**config.mk**
```make
export PLATFORM = sky130hd
export DESIGN_NAME = packer_nx_word
export DESIGN_NICKNAME = d
export VERILOG_FILES = /design/src/rtl/packer_pkg.sv /design/src/rtl/packer_out_stage.sv /design/src/rtl/packer_nx_word.sv
export SDC_FILE = /design/constraint.sdc
export NUM_CORES = 1
export LEC_CHECK = 0
export ABC_CLOCK_PERIOD_IN_PS = 3100
export CORE_UTILIZATION = 52
export DETAILED_ROUTE_END_ITERATION = 8
export PLACE_DENSITY = 0.79
export SETUP_SLACK_MARGIN = 0.4
export SYNTH_ARGS = -nofsm -noshare
export SYNTH_HDL_FRONTEND = slang
export SYNTH_SLANG_ARGS = --single-unit
```
**constraint.sdc**
```tcl
create_clock -name clk -period 3.1 [get_ports clk]
set_clock_uncertainty 0.1 [all_clocks]
set_input_delay 0.31 -clock clk [delete_from_list [all_inputs] [get_ports clk]]
set_output_delay 0.31 -clock clk [all_outputs]
set_load 0.01 [all_outputs]
```
**src/rtl/packer_pkg.sv**
```systemverilog
// Shared helpers for the N-lane word packer: lane-counter sizing, keep masks
// and saturating counters.
package packer_pkg;

   localparam int unsigned MAX_W = 32;

   // Lane counter width for a power-of-two lane count.
   function automatic int unsigned lane_width(input int unsigned ratio);
      return $clog2(ratio);
   endfunction

   // Mask with one bit set for each of the lowest 'lanes' lanes.
   function automatic logic [MAX_W-1:0] keep_mask(input int unsigned lanes);
      logic [MAX_W-1:0] mask;
      if (lanes >= MAX_W) mask = '1;
      else                mask = (MAX_W'(1) << lanes) - MAX_W'(1);
      return mask;
   endfunction

   // Increment v, holding at the all-ones value of a w-bit counter.
   function automatic logic [MAX_W-1:0] sat_inc(input logic [MAX_W-1:0] v,
                                                input int unsigned       w);
      logic [MAX_W-1:0] max_v;
      if (w >= MAX_W) max_v = '1;
      else            max_v = (MAX_W'(1) << w) - MAX_W'(1);
      return (v >= max_v) ? max_v : v + MAX_W'(1);
   endfunction

endpackage

```
**src/rtl/packer_out_stage.sv**
```systemverilog
// One-word output register with valid/ready hold, load-while-consume and
// drop decision for a completed word that finds no space.
module packer_out_stage #(
   parameter int unsigned DATA_LEN = 32,
   parameter int unsigned RATIO    = 4
) (
   input  logic                clk,
   input  logic                rst,
   input  logic                load_req_i,
   input  logic [DATA_LEN-1:0] word_i,
   input  logic [RATIO-1:0]    keep_i,
   input  logic                ready_i,
   output logic                valid_o,
   output logic [DATA_LEN-1:0] data_o,
   output logic [RATIO-1:0]    keep_o,
   output logic                drop_c
);

   logic                valid_q, valid_d;
   logic [DATA_LEN-1:0] data_q, data_d;
   logic [RATIO-1:0]    keep_q, keep_d;
   logic                consume_c;
   logic                accept_c;

   // Space exists if the register is empty or is handed off this cycle.
   assign consume_c = valid_q & ready_i;
   assign accept_c  = load_req_i & (~valid_q | consume_c);
   assign drop_c    = load_req_i & ~accept_c;

   always_comb begin
      valid_d = valid_q;
      data_d  = data_q;
      keep_d  = keep_q;
      if (accept_c) begin
         valid_d = 1'b1;
         data_d  = word_i;
         keep_d  = keep_i;
      end else if (consume_c) begin
         valid_d = 1'b0;
      end
   end

   always_ff @(posedge clk or posedge rst) begin
      if (rst) begin
         valid_q <= 1'b0;
         data_q  <= '0;
         keep_q  <= '0;
      end else begin
         valid_q <= valid_d;
         data_q  <= data_d;
         keep_q  <= keep_d;
      end
   end

   assign valid_o = valid_q;
   assign data_o  = data_q;
   assign keep_o  = keep_q;

endmodule

```
**src/rtl/packer_nx_word.sv**
```systemverilog
// Packs IN_LEN-bit samples into RATIO-lane words with drop accounting.
// Define PACKER_FLUSH_EN to flush partial words after FLUSH_TIMEOUT idle cycles.
module packer_nx_word
   import packer_pkg::*;
#(
   parameter int unsigned IN_LEN        = 8,
   parameter int unsigned RATIO         = 4,
   parameter int unsigned DATA_LEN      = IN_LEN * RATIO,
   parameter int unsigned FLUSH_TIMEOUT = 16,
   parameter int unsigned DROP_CNT_LEN  = 16
) (
   input  logic                    clk,
   input  logic                    rst,
   input  logic                    clear_i,
   input  logic                    valid_in,
   input  logic [IN_LEN-1:0]       data_in,
   output logic                    valid_out,
   input  logic                    ready_in,
   output logic [DATA_LEN-1:0]     data_out,
   output logic [RATIO-1:0]        keep_out,
   output logic [DROP_CNT_LEN-1:0] drop_cnt_o,
   output logic                    overflow_o
);

   localparam int unsigned LANE_W = lane_width(RATIO);
   localparam int unsigned IDLE_W = $clog2(FLUSH_TIMEOUT + 1);

   if (RATIO < 2 || (RATIO & (RATIO - 1)) != 0 || RATIO > MAX_W ||
       DATA_LEN != IN_LEN * RATIO || DROP_CNT_LEN > MAX_W ||
       DROP_CNT_LEN == 0 || FLUSH_TIMEOUT == 0) begin : g_bad_params
      $error("packer_nx_word: unsupported parameter combination");
   end

   logic [LANE_W-1:0]       lane_q, lane_d;
   logic [DATA_LEN-1:0]     acc_q, acc_d;
   logic [DROP_CNT_LEN-1:0] drop_q, drop_d;
   logic                    ovf_q, ovf_d;
`ifdef PACKER_FLUSH_EN
   logic [IDLE_W-1:0]       idle_q, idle_d;
`endif

   logic                    load_req_c;
   logic [DATA_LEN-1:0]     word_c;
   logic [RATIO-1:0]        keep_c;
   logic                    drop_c;

   always_comb begin
      lane_d     = lane_q;
      acc_d      = acc_q;
      drop_d     = drop_q;
      ovf_d      = ovf_q;
      load_req_c = 1'b0;
      word_c     = acc_q;
      keep_c     = '1;
`ifdef PACKER_FLUSH_EN
      idle_d     = idle_q;
`endif
      if (clear_i) begin
         lane_d = '0;
         acc_d  = '0;
         drop_d = '0;
         ovf_d  = 1'b0;
`ifdef PACKER_FLUSH_EN
         idle_d = '0;
`endif
      end else begin
         if (valid_in) begin
            word_c[32'(lane_q) * IN_LEN +: IN_LEN] = data_in;
`ifdef PACKER_FLUSH_EN
            idle_d = '0;
`endif
            if (lane_q == LANE_W'(RATIO - 1)) begin
               load_req_c = 1'b1;
               lane_d     = '0;
               acc_d      = '0;
            end else begin
               lane_d = lane_q + LANE_W'(1);
               acc_d  = word_c;
            end
`ifdef PACKER_FLUSH_EN
         end else if (lane_q != '0) begin
            // Idle partial word: unwritten lanes are already zero in acc_q.
            if (idle_q == IDLE_W'(FLUSH_TIMEOUT - 1)) begin
               load_req_c = 1'b1;
               keep_c     = RATIO'(keep_mask(32'(lane_q)));
               lane_d     = '0;
               acc_d      = '0;
               idle_d     = '0;
            end else begin
               idle_d = idle_q + IDLE_W'(1);
            end
`endif
         end
         if (drop_c) begin
            drop_d = DROP_CNT_LEN'(sat_inc(MAX_W'(drop_q), DROP_CNT_LEN));
            ovf_d  = 1'b1;
         end
      end
   end

   always_ff @(posedge clk or posedge rst) begin
      if (rst) begin
         lane_q <= '0;
         acc_q  <= '0;
         drop_q <= '0;
         ovf_q  <= 1'b0;
`ifdef PACKER_FLUSH_EN
         idle_q <= '0;
`endif
      end else begin
         lane_q <= lane_d;
         acc_q  <= acc_d;
         drop_q <= drop_d;
         ovf_q  <= ovf_d;
`ifdef PACKER_FLUSH_EN
         idle_q <= idle_d;
`endif
      end
   end

   packer_out_stage #(
      .DATA_LEN (DATA_LEN),
      .RATIO    (RATIO)
   ) u_out_stage (
      .clk        (clk),
      .rst        (rst),
      .load_req_i (load_req_c),
      .word_i     (word_c),
      .keep_i     (keep_c),
      .ready_i    (ready_in),
      .valid_o    (valid_out),
      .data_o     (data_out),
      .keep_o     (keep_out),
      .drop_c     (drop_c)
   );

   assign drop_cnt_o = drop_q;
   assign overflow_o = ovf_q;

endmodule

```
==> results.md <==
- Total power: 2.20 mW
- Cell area after synthesis: 0.00361 mm²
- Port bufs: 66
- Hold WC Path Type: input pin to async pin
- Prevailing post-synth register cell: dfrtp_1
- Critical-path cell list: inv_1 > ha_1 > nor4b_4 > buf_4 > nor4b_4 > a22o_1
- Max Fanout on Critical Path: 9
- DR pass1 iterations: 4
- Syn Area/Cell: 11.2 µm²
- Placed insts: 454
- Die Span Y: 85.3 µm
- Antenna Violating Nets Remaining: 0
- Sequential fraction of the synthesis area: 53.3%
- Final hold viol count: 0
- # nets final: 404
- DIE AREA: 0.00728 mm²
- VDD IR max: 0.228 mV
- Layout Cells excl Fill: 470
- Drt initial violations: 242
- Setup repair bufs after CTS: 0
- Final hold slack: 0.183 ns
- # H-tree levels: 3
- DP HPWL: 5660 µm
- Final instance area: 0.00454 mm²
- Async set-reset flop share out of synthesis: 100%
- DR DRC count: 0
- Fmax: 420 MHz
- Skew-Pair Late Insertion Delay: 0.35 ns
- Die X: 85.3 µm
- Number of global-route vias before repair: 2,680
- Cell Area, Placed: 0.00431 mm²
- CTS clock-pin slew for the worst setup and hold paths: 0.09 ns
- Number of synthesized flops with an enable pin: 0
- Final setup viols: 0
- Synth cell types: 52
- Clk sink count: 77
- Global-route wire length before repair: 13,600 µm
- Share of layout cells above drive strength 1: 11.0%
- Syn nets: 341
- Worst setup EP type: flip-flop
- CTS Buffer Depth: 2
- CP delay by family, top: simple AND/OR/NAND/NOR gates
- Status: finished, final reports clean
- Kind of critical path: flip-flop to flip-flop
- Power density over cell area: 485 mW/mm²
- CP dominant cell by count: nor4b_4
- Diodes inserted: 0
- Final period utilization: 76.8%
- Vias per inst: 6.16
- RePlAce Congestion: 0.898
- Vias after detailed routing: 2,894
- Total core area: 0.00676 mm²
- Routed len/inst: 17.7 µm
- Post-CTS Hold Fix Bufs: 0
- Syn-to-layout area delta: 25.6%
- Crit path launch type: flip-flop
- Initial Util: 53.5%
- Slew Limit Headroom: 61.6%
- Critical Path RT: 3.27 ns
- Arrival @ worst endpoint: 2.55 ns
- Max cap viols: 0
- Initial antenna violation count: 0
- Largest net degree at the start of global routing: 60
- Commonest non-fill, non-tap cell in the layout: dfrtp_1
- #FFs+latches synth: 77
- Total gr overflow: 0
- RSZ-0062 raised after global routing: no
- Gate Count Post-Synth: 322
- Row count: 30
- Num CTS Buffers: 9
- Tot GR Track Use: 24.5%
- CTS tree: built
- Clock root cell: clkbuf_8
- Critical path buffer and inverter count: 2
- Final worst path period need: 2.38 ns
- Post-CTS Resized: 0
- I/O pin count: 67
- Final WL: 8320 µm
- Lkg Pwr: 1.93 nW
- Crit-path slowest cell: dfrtp_1
- Slew Limit Fails: 0
- Most frequent cells in the layout: dfrtp_1, clkdlybuf4s50_1, nor2_1
- Final TNS setup: 0 ns
- Largest stage delay on the critical path: 0.51 ns
- Yosys warns: 0
- Worst Tran Pin Value: 0.574 ns
## routing by layer
layer | up-vias | share of wire (%) | global-route usage, %
met1 | 1421 | 43 | 32.6
met3 | 13 | 6.4 | 4.67
li1 | 1355 | - | -
met5 | - | 0 | 0
met4 | 0 | 1.9 | 9.55
met2 | 105 | 48 | 40.0
## cell usage after synthesis, types with 2 or more instances
master,number,area share (%)
nand2b_1,2,0.35
nand3_1,3,0.42
a22o_1,32,7.8
a2111oi_0,3,0.73
dfrtp_1,77,53
a21oi_1,9,1.2
and2_1,3,0.52
a32oi_1,16,3.9
a311oi_2,2,0.83
a31oi_1,8,1.4
nor2_2,2,0.35
buf_2,3,0.42
nand2_1,24,2.5
or3_1,3,0.52
o21ai_0,20,2.8
nor4_4,2,1.2
nor3_1,4,0.55
buf_1,3,0.31
nor4b_4,2,1.3
clkbuf_1,6,0.62
a211oi_1,7,1.5
nor3_2,2,0.55
a221oi_1,8,1.9
and4_1,2,0.49
nor2_1,35,3.6
buf_4,5,1.0
ha_1,6,2.1
inv_1,9,0.94
## state kept, by name (all words and copies together), names as in the netlist
| register | count |
|---|---|
| acc_q | 24 |
| drop_cnt_o | 16 |
| lane_q | 2 |
| overflow_o | 1 |
| u_out_stage.data_o | 32 |
| u_out_stage.keep_o | 1 |
| u_out_stage.valid_o | 1 |
## kinds of logic (layout without fill, tap and decap cells)
kind of cell	Yosys count	count (layout)	share of synthesized area, %
compound gates	114	114	24.7
fa+ha+maj	6	6	2.08
buf+inv	29	97	4.29
flops	77	77	53.3
mux	1	1	0.277
simple gates	95	95	15.3
## worst paths after layout
check | end | startpoint | slack [ns] | cells after the start
setup reg to reg | acc_q[1] | lane_q[0] | 0.72 | 6
setup / recovery | acc_q[1] | lane_q[0] | 0.72 | 6
hold reg to reg | u_out_stage.data_o[18] | u_out_stage.data_o[18] | 0.38 | 2
min in group clk | u_out_stage.data_o[18] | u_out_stage.data_o[18] | 0.38 | 2
hold / removal | drop_cnt_o[4] | rst | 0.18 | 2
max in group asynchronous | acc_q[14] | rst | 2.06 | 3
## through the flow
stage | setup slack [ns] | utilization [%]
floorplan | 0.723 | -
global placement | 0.684 | 63.7
detailed placement | 0.636 | 63.7
CTS | 0.731 | 67.2
global route | 0.537 | 67.2
finish | 0.720 | 67.2
## layout make-up
class,instances,area [µm²]
clock inverter,5,81.3
tap,80,100
inverter,10,37.5
multi-input combinational,216,1530
fill,529,2220
timing repair buffer,71,711
sequential,77,1930
clock buffer,11,151
## worst register-to-register path: stages, from the launching register on
cell	delay [ns]
dfrtp_1	0.51
inv_1	0.14
ha_1	0.39
nor4b_4	0.26
buf_4	0.20
nor4b_4	0.46
a22o_1	0.25
## where the power goes
part | leakage [nW] | switching (mW) | total, mW | internal [mW]
Combinational | 0.746 | 0.142 | 0.272 | 0.130
Sequential | 1.07 | 0.0263 | 1.07 | 1.04
Clock | 0.116 | 0.363 | 0.862 | 0.499
No activity file was read; power rests on OpenSTA's default activity.
==> RTL edit 1: new RTL, config.mk and constraints unchanged <==
The option `PACKER_FLUSH_EN` is turned on by a define.
--- a/src/rtl/packer_nx_word.sv
+++ b/src/rtl/packer_nx_word.sv
@@ -1,5 +1,7 @@
 // Packs IN_LEN-bit samples into RATIO-lane words with drop accounting.
 // Define PACKER_FLUSH_EN to flush partial words after FLUSH_TIMEOUT idle cycles.
+`define PACKER_FLUSH_EN
+
 module packer_nx_word
    import packer_pkg::*;
 #(
Formal check against the unedited RTL: no difference found for any inputs over 4 cycles, from zero or initial values and one cycle with rst high; that may be too few to reach the edited logic, so the function may still have changed.
==> RTL edit 1 against the original RTL <==
  * Worst setup slack got worse by 0.092 ns
  * Global-route usage rose by 1.2 points
  * Area after synthesis rose by 19%
  * Wire length rose by 24%
  * Cell area rose by 16%
  * Sequential cell count rose by 16
  * Critical path depth rose by 1
Power is not compared: it rests on default switching activity, and its combinational part moved more than twofold at a synthesized area within 25%.
==> RTL edit 1: results (changes against the original RTL) <==
status finished, final reports clean; nets@finish 492 (+22%); Max rail drop VDD between 0.2 and 0.3 mV; initial antenna violation count 0 (unchanged); distinct cell type count of the synthesized netlist 55 (+5.8%); critical path fanouts, max 9 (unchanged); worst skew pair latency about 0.36 ns; via count 3,527 (+22%); Placer Congestion 0.8635 (-3.8%); met1 wire length 4850 µm (+34%); register area share after synthesis 0.5412 (+0.007744); slowest stage delay, CP 0.45 ns (-0.06 ns); max layer used met4; normalized max-slew margin 0.5015 (-0.1149); CP max-delay cell dfrtp_1; first-pass GRT wire length 17,270 µm (+27%); clk buf depth 2 (unchanged); layout cell share with drive strength beyond 1 0.08842 (-0.02184); clk root buf clkbuf_8; Residual DRC 0 (unchanged); Met3 Routed Length 503 µm (-5.6%); CTS Buf Count 9 (unchanged); synthesis warning total 0 (unchanged); antenna fix cells 0 (unchanged); Wirelength per Cell 17.83 µm (+0.78%); metal2 WL 4756 µm (+19%); LEAKAGE 2.277 nW; vias in the first global route 3,430 (+28%); Post-synth top cells 93 x dfrtp_1, 50 x nor2_1, 42 x a21oi_1; initial drt markers 299 (+24%); CP Data Arrival Time 2.63 ns (+0.08 ns); Async SR Flop Fraction 1.000 (unchanged); Hold WC Path Type in -> async; Clock Pin Slew Worst Setup and Hold Paths 0.09 ns (about the same); Post-CTS Setup Bufs 0 (unchanged); pre-CTS WS 0.3135 ns (-0.3223 ns); Total GRT Usage 0.2571 (+0.01217); Post-Syn Nets 432 (+27%); delay-heaviest family, CP compound AO/OA/AOI/OAI gates; drt pass-1 iters 5 (+1); synth top area cells dfrtp_1 54%, a22o_1 6.5%, a22oi_1 5.8%; DP HPWL 7135 µm (+26%); largest net degree at the start of global routing 60 (unchanged); input/output buffers 66 (unchanged); htree depth 3 (unchanged)
-- RTL edit 1: cell count changes in the layout (fill, tap and decap cells not counted), sizes merged, moves of 15 or more --
cell	unedited run	this run
a21oi	9	43
a22oi	0	33
dfrtp	77	93
a32oi	16	1
nor2	37	52
-- RTL edit 1: logic make-up after synthesis --
group | Yosys count | share of synthesized area
AOI/OAI and AO/OA | 144 | 0.2429
and+or+nand+nor | 120 | 0.1397
DFF | 93 | 0.5412
buffers and inverters | 38 | 0.03637
adders and majority gates | 9 | 0.02619
muxes | 4 | 0.009601
xor gates and xnor gates | 2 | 0.004074
-- RTL edit 1: final timing paths --
kind	from	end	slack, ns	cells after the start
worst min register to register	overflow_o	overflow_o	0.39	1
worst max-delay path	lane_q[0]	drop_cnt_o[3]	0.63	7
min in group clk	overflow_o	overflow_o	0.39	1
worst max register to register	lane_q[0]	drop_cnt_o[3]	0.63	7
max in group asynchronous	rst	u_out_stage.data_o[29]	1.99	3
worst min-delay path	rst	drop_cnt_o[13]	0.31	3
-- RTL edit 1: area by class of cell --
type	instances	area, µm²
clock buffers	9	123.9
clock inverters	7	98.84
well taps	102	127.6
fillers	651	2569
inverters	14	56.30
multi-input cells	279	1832
repair buffers	73	713.2
flip-flops and latches	93	2327
-- RTL edit 1: where the power goes --
part	switching [W]	total, W	internal, W
combinational	0.000289	0.000611	0.000322
sequential	0.0000770	0.00143	0.00135
clock	0.000444	0.000902	0.000458
-- RTL edit 1: routing by layer --
metal / track usage / up-vias
li1: - / 1641
met1: 0.3773 / 1753
met2: 0.3762 / 113
met3: 0.05337 / 20
met4: 0.09487 / 0
met5: 0 / -
-- RTL edit 1: repair_timing --
action                                  in CTS  in global routing
endpoints found under the setup margin       7                  6
endpoints found under the hold margin        0                  0
hold buffers                                 0                  0
gates resized for setup                      1                  1
-- RTL edit 1: worst min-delay path, stage by stage --
cell             delay, ns
clkdlybuf4s50_1       0.44
clkinvlp_4            0.08
buf_4                 0.37
-- RTL edit 1: stage by stage --
stage / total power, W / cell area [µm²] / instances
2_1_floorplan: 0.001722 / 4304 / 410
3_3_place_gp: 0.002047 / 5049 / 561
3_5_place_dp: 0.002064 / 5049 / 561
4_1_cts: 0.002955 / 5276 / 577
5_1_grt: 0.003079 / 5279 / 577
6_report: 0.002940 / 5279 / 577
==> RTL edit 2: new RTL, same flow settings <==
Made on the original files. Take the reset off `data_q` and load it in a clocked block of its own.
--- a/src/rtl/packer_out_stage.sv
+++ b/src/rtl/packer_out_stage.sv
@@ -43,13 +43,15 @@
    always_ff @(posedge clk or posedge rst) begin
       if (rst) begin
          valid_q <= 1'b0;
-         data_q  <= '0;
          keep_q  <= '0;
       end else begin
          valid_q <= valid_d;
-         data_q  <= data_d;
          keep_q  <= keep_d;
       end
+   end
+
+   always_ff @(posedge clk) begin
+      data_q <= data_d;
    end
 
    assign valid_o = valid_q;
Behaviour: not the same (a bounded check fails within 10 cycles, from zero or initial values and one cycle with rst high; the reset may be asserted at any time).
==> RTL edit 2 against the original RTL <==
  * Wire length down 6.5%
  * Global-route usage down 1.8 points
  * Via count down 9.4%
  * Cell area up 1.4%
  * Sequential share of layout area up 7.2 points
  * Largest cell class unchanged
  * Total power down 7.0%
  * Sequential cell count up 8
  * Combinational power down 37%
  * Area after synthesis up 2.1%
  * Clock power down 20%
  * Worst setup slack worse by 0.037 ns
==> RTL edit 2: results (changes against the original RTL) <==
synth top area cells dfrtp_1 36%, edfxtp_1 26%, a22o_1 13%; Post-Syn Nets 293 (-14%); CP Data Arrival Time 2.60 ns (+0.05 ns); register area share after synthesis 0.6203 (+0.08687); initial drt markers 261 (+7.9%); critical path fanouts, max 8 (-1); LEAKAGE 1.908 nW (-1.0%); worst-margin pin slew 0.8774 ns (+0.3032 ns); Placer Congestion 0.8008 (-11%); # fillers 514 (-2.8%); Total GRT Usage 0.2274 (-0.01750); nets@finish 363 (-10%); Wirelength per Cell 17.47 µm (-1.3%); first-pass GRT wire length 12,770 µm (-6.0%); average cell area after synthesis 13.46 µm² (+20%); Post-synth top cells 54 x a22o_1, 53 x dfrtp_1, 32 x edfxtp_1; status finished, final reports clean; EDFF count, synth 32 (+32); Async SR Flop Fraction 0.6235 (-0.3765); Post-DP Area 0.004431 mm² (+2.9%); vias in the first global route 2,486 (-7.2%); layout cell share with drive strength beyond 1 0.1060 (-0.004239); Max rail drop VDD 0.1973 mV (-13%); DP HPWL 5240 µm (-7.4%); placed cell count 429 (-5.5%); Sink Count 85 (+10%); via count 2,621 (-9.4%); largest net degree at the start of global routing 54 (-10%); vias per cell 5.890 (-4.3%); Hold Vio Cnt, Final 0 (unchanged)
## RTL edit 2: cell types whose count changed after synthesis, sizes merged, moves of 16 or more
cell,change
a22o,+22
o21ai,-17
nor2,-20
a32oi,-16
dfrtp,-24
nand2,-17
edfxtp,+32
## RTL edit 2: layout make-up
class,instances,area share
multi-input cells,172,0.2846
well taps,96,0.02609
clock inverters,7,0.01060
repair buffers,70,0.1500
flip-flops and latches,85,0.4969
inverters,6,0.004893
clock buffers,9,0.02691
## RTL edit 2: metrics by stage
step / util / setup WS, ns
detailed placement: 0.6485 / 0.6455
floorplan: - / 0.6490
global route: 0.6738 / 0.5543
global placement: 0.6485 / 0.6649
finish: 0.6738 / 0.6833
CTS: 0.6738 / 0.7546
## RTL edit 2: final timing paths
check | from | endpoint | slack (ns) | cells past startpoint
worst min-delay path | rst | u_out_stage.valid_o | 0.36 | 3
worst max register to register | lane_q[0] | acc_q[9] | 0.68 | 6
worst min register to register | acc_q[25] | acc_q[25] | 0.40 | 1
worst max-delay path | lane_q[0] | acc_q[9] | 0.68 | 6
min in group clk | acc_q[25] | acc_q[25] | 0.40 | 1
max in group asynchronous | rst | acc_q[12] | 2.10 | 3
## RTL edit 2: logic make-up (layout without fill, tap and decap cells)
kind of cell	Yosys count	count (layout)	share of synthesized area
AOI/OAI and AO/OA	93	93	0.2043
DFF	85	85	0.6203
and+or+nand+nor	70	70	0.1218
buffers and inverters	17	92	0.02511
adders and majority gates	6	6	0.02036
muxes	3	3	0.008144
## RTL edit 2: report_power, final
| group | leakage (nW) | switching (W) | total, W | internal (W) |
|---|---|---|---|---|
| clock network | 0.0902 | 0.000397 | 0.000692 | 0.000295 |
| registers | 1.05 | 0.0000115 | 0.00119 | 0.00118 |
| logic | 0.764 | 0.0000969 | 0.000170 | 0.0000734 |
| total | 1.91 | 0.000505 | 0.00205 | 0.00154 |
## RTL edit 2: per-layer routing
metal	global-route usage	share of wire	wire, µm	up-vias
li1	-	-	-	1218
met1	0.3163	0.43	3359	1276
met2	0.3579	0.48	3695	118
met3	0.04095	0.079	611	9
met4	0.09091	0.014	106	0
met5	0	0	0	-
## RTL edit 2: worst max-delay path: stages (launching register included)
cell and delay [ns]:
dfrtp_1 0.45, inv_1 0.17, ha_1 0.28, nor2_1 0.21
nand4_1 0.18, nor3_1 0.70, a22o_1 0.27
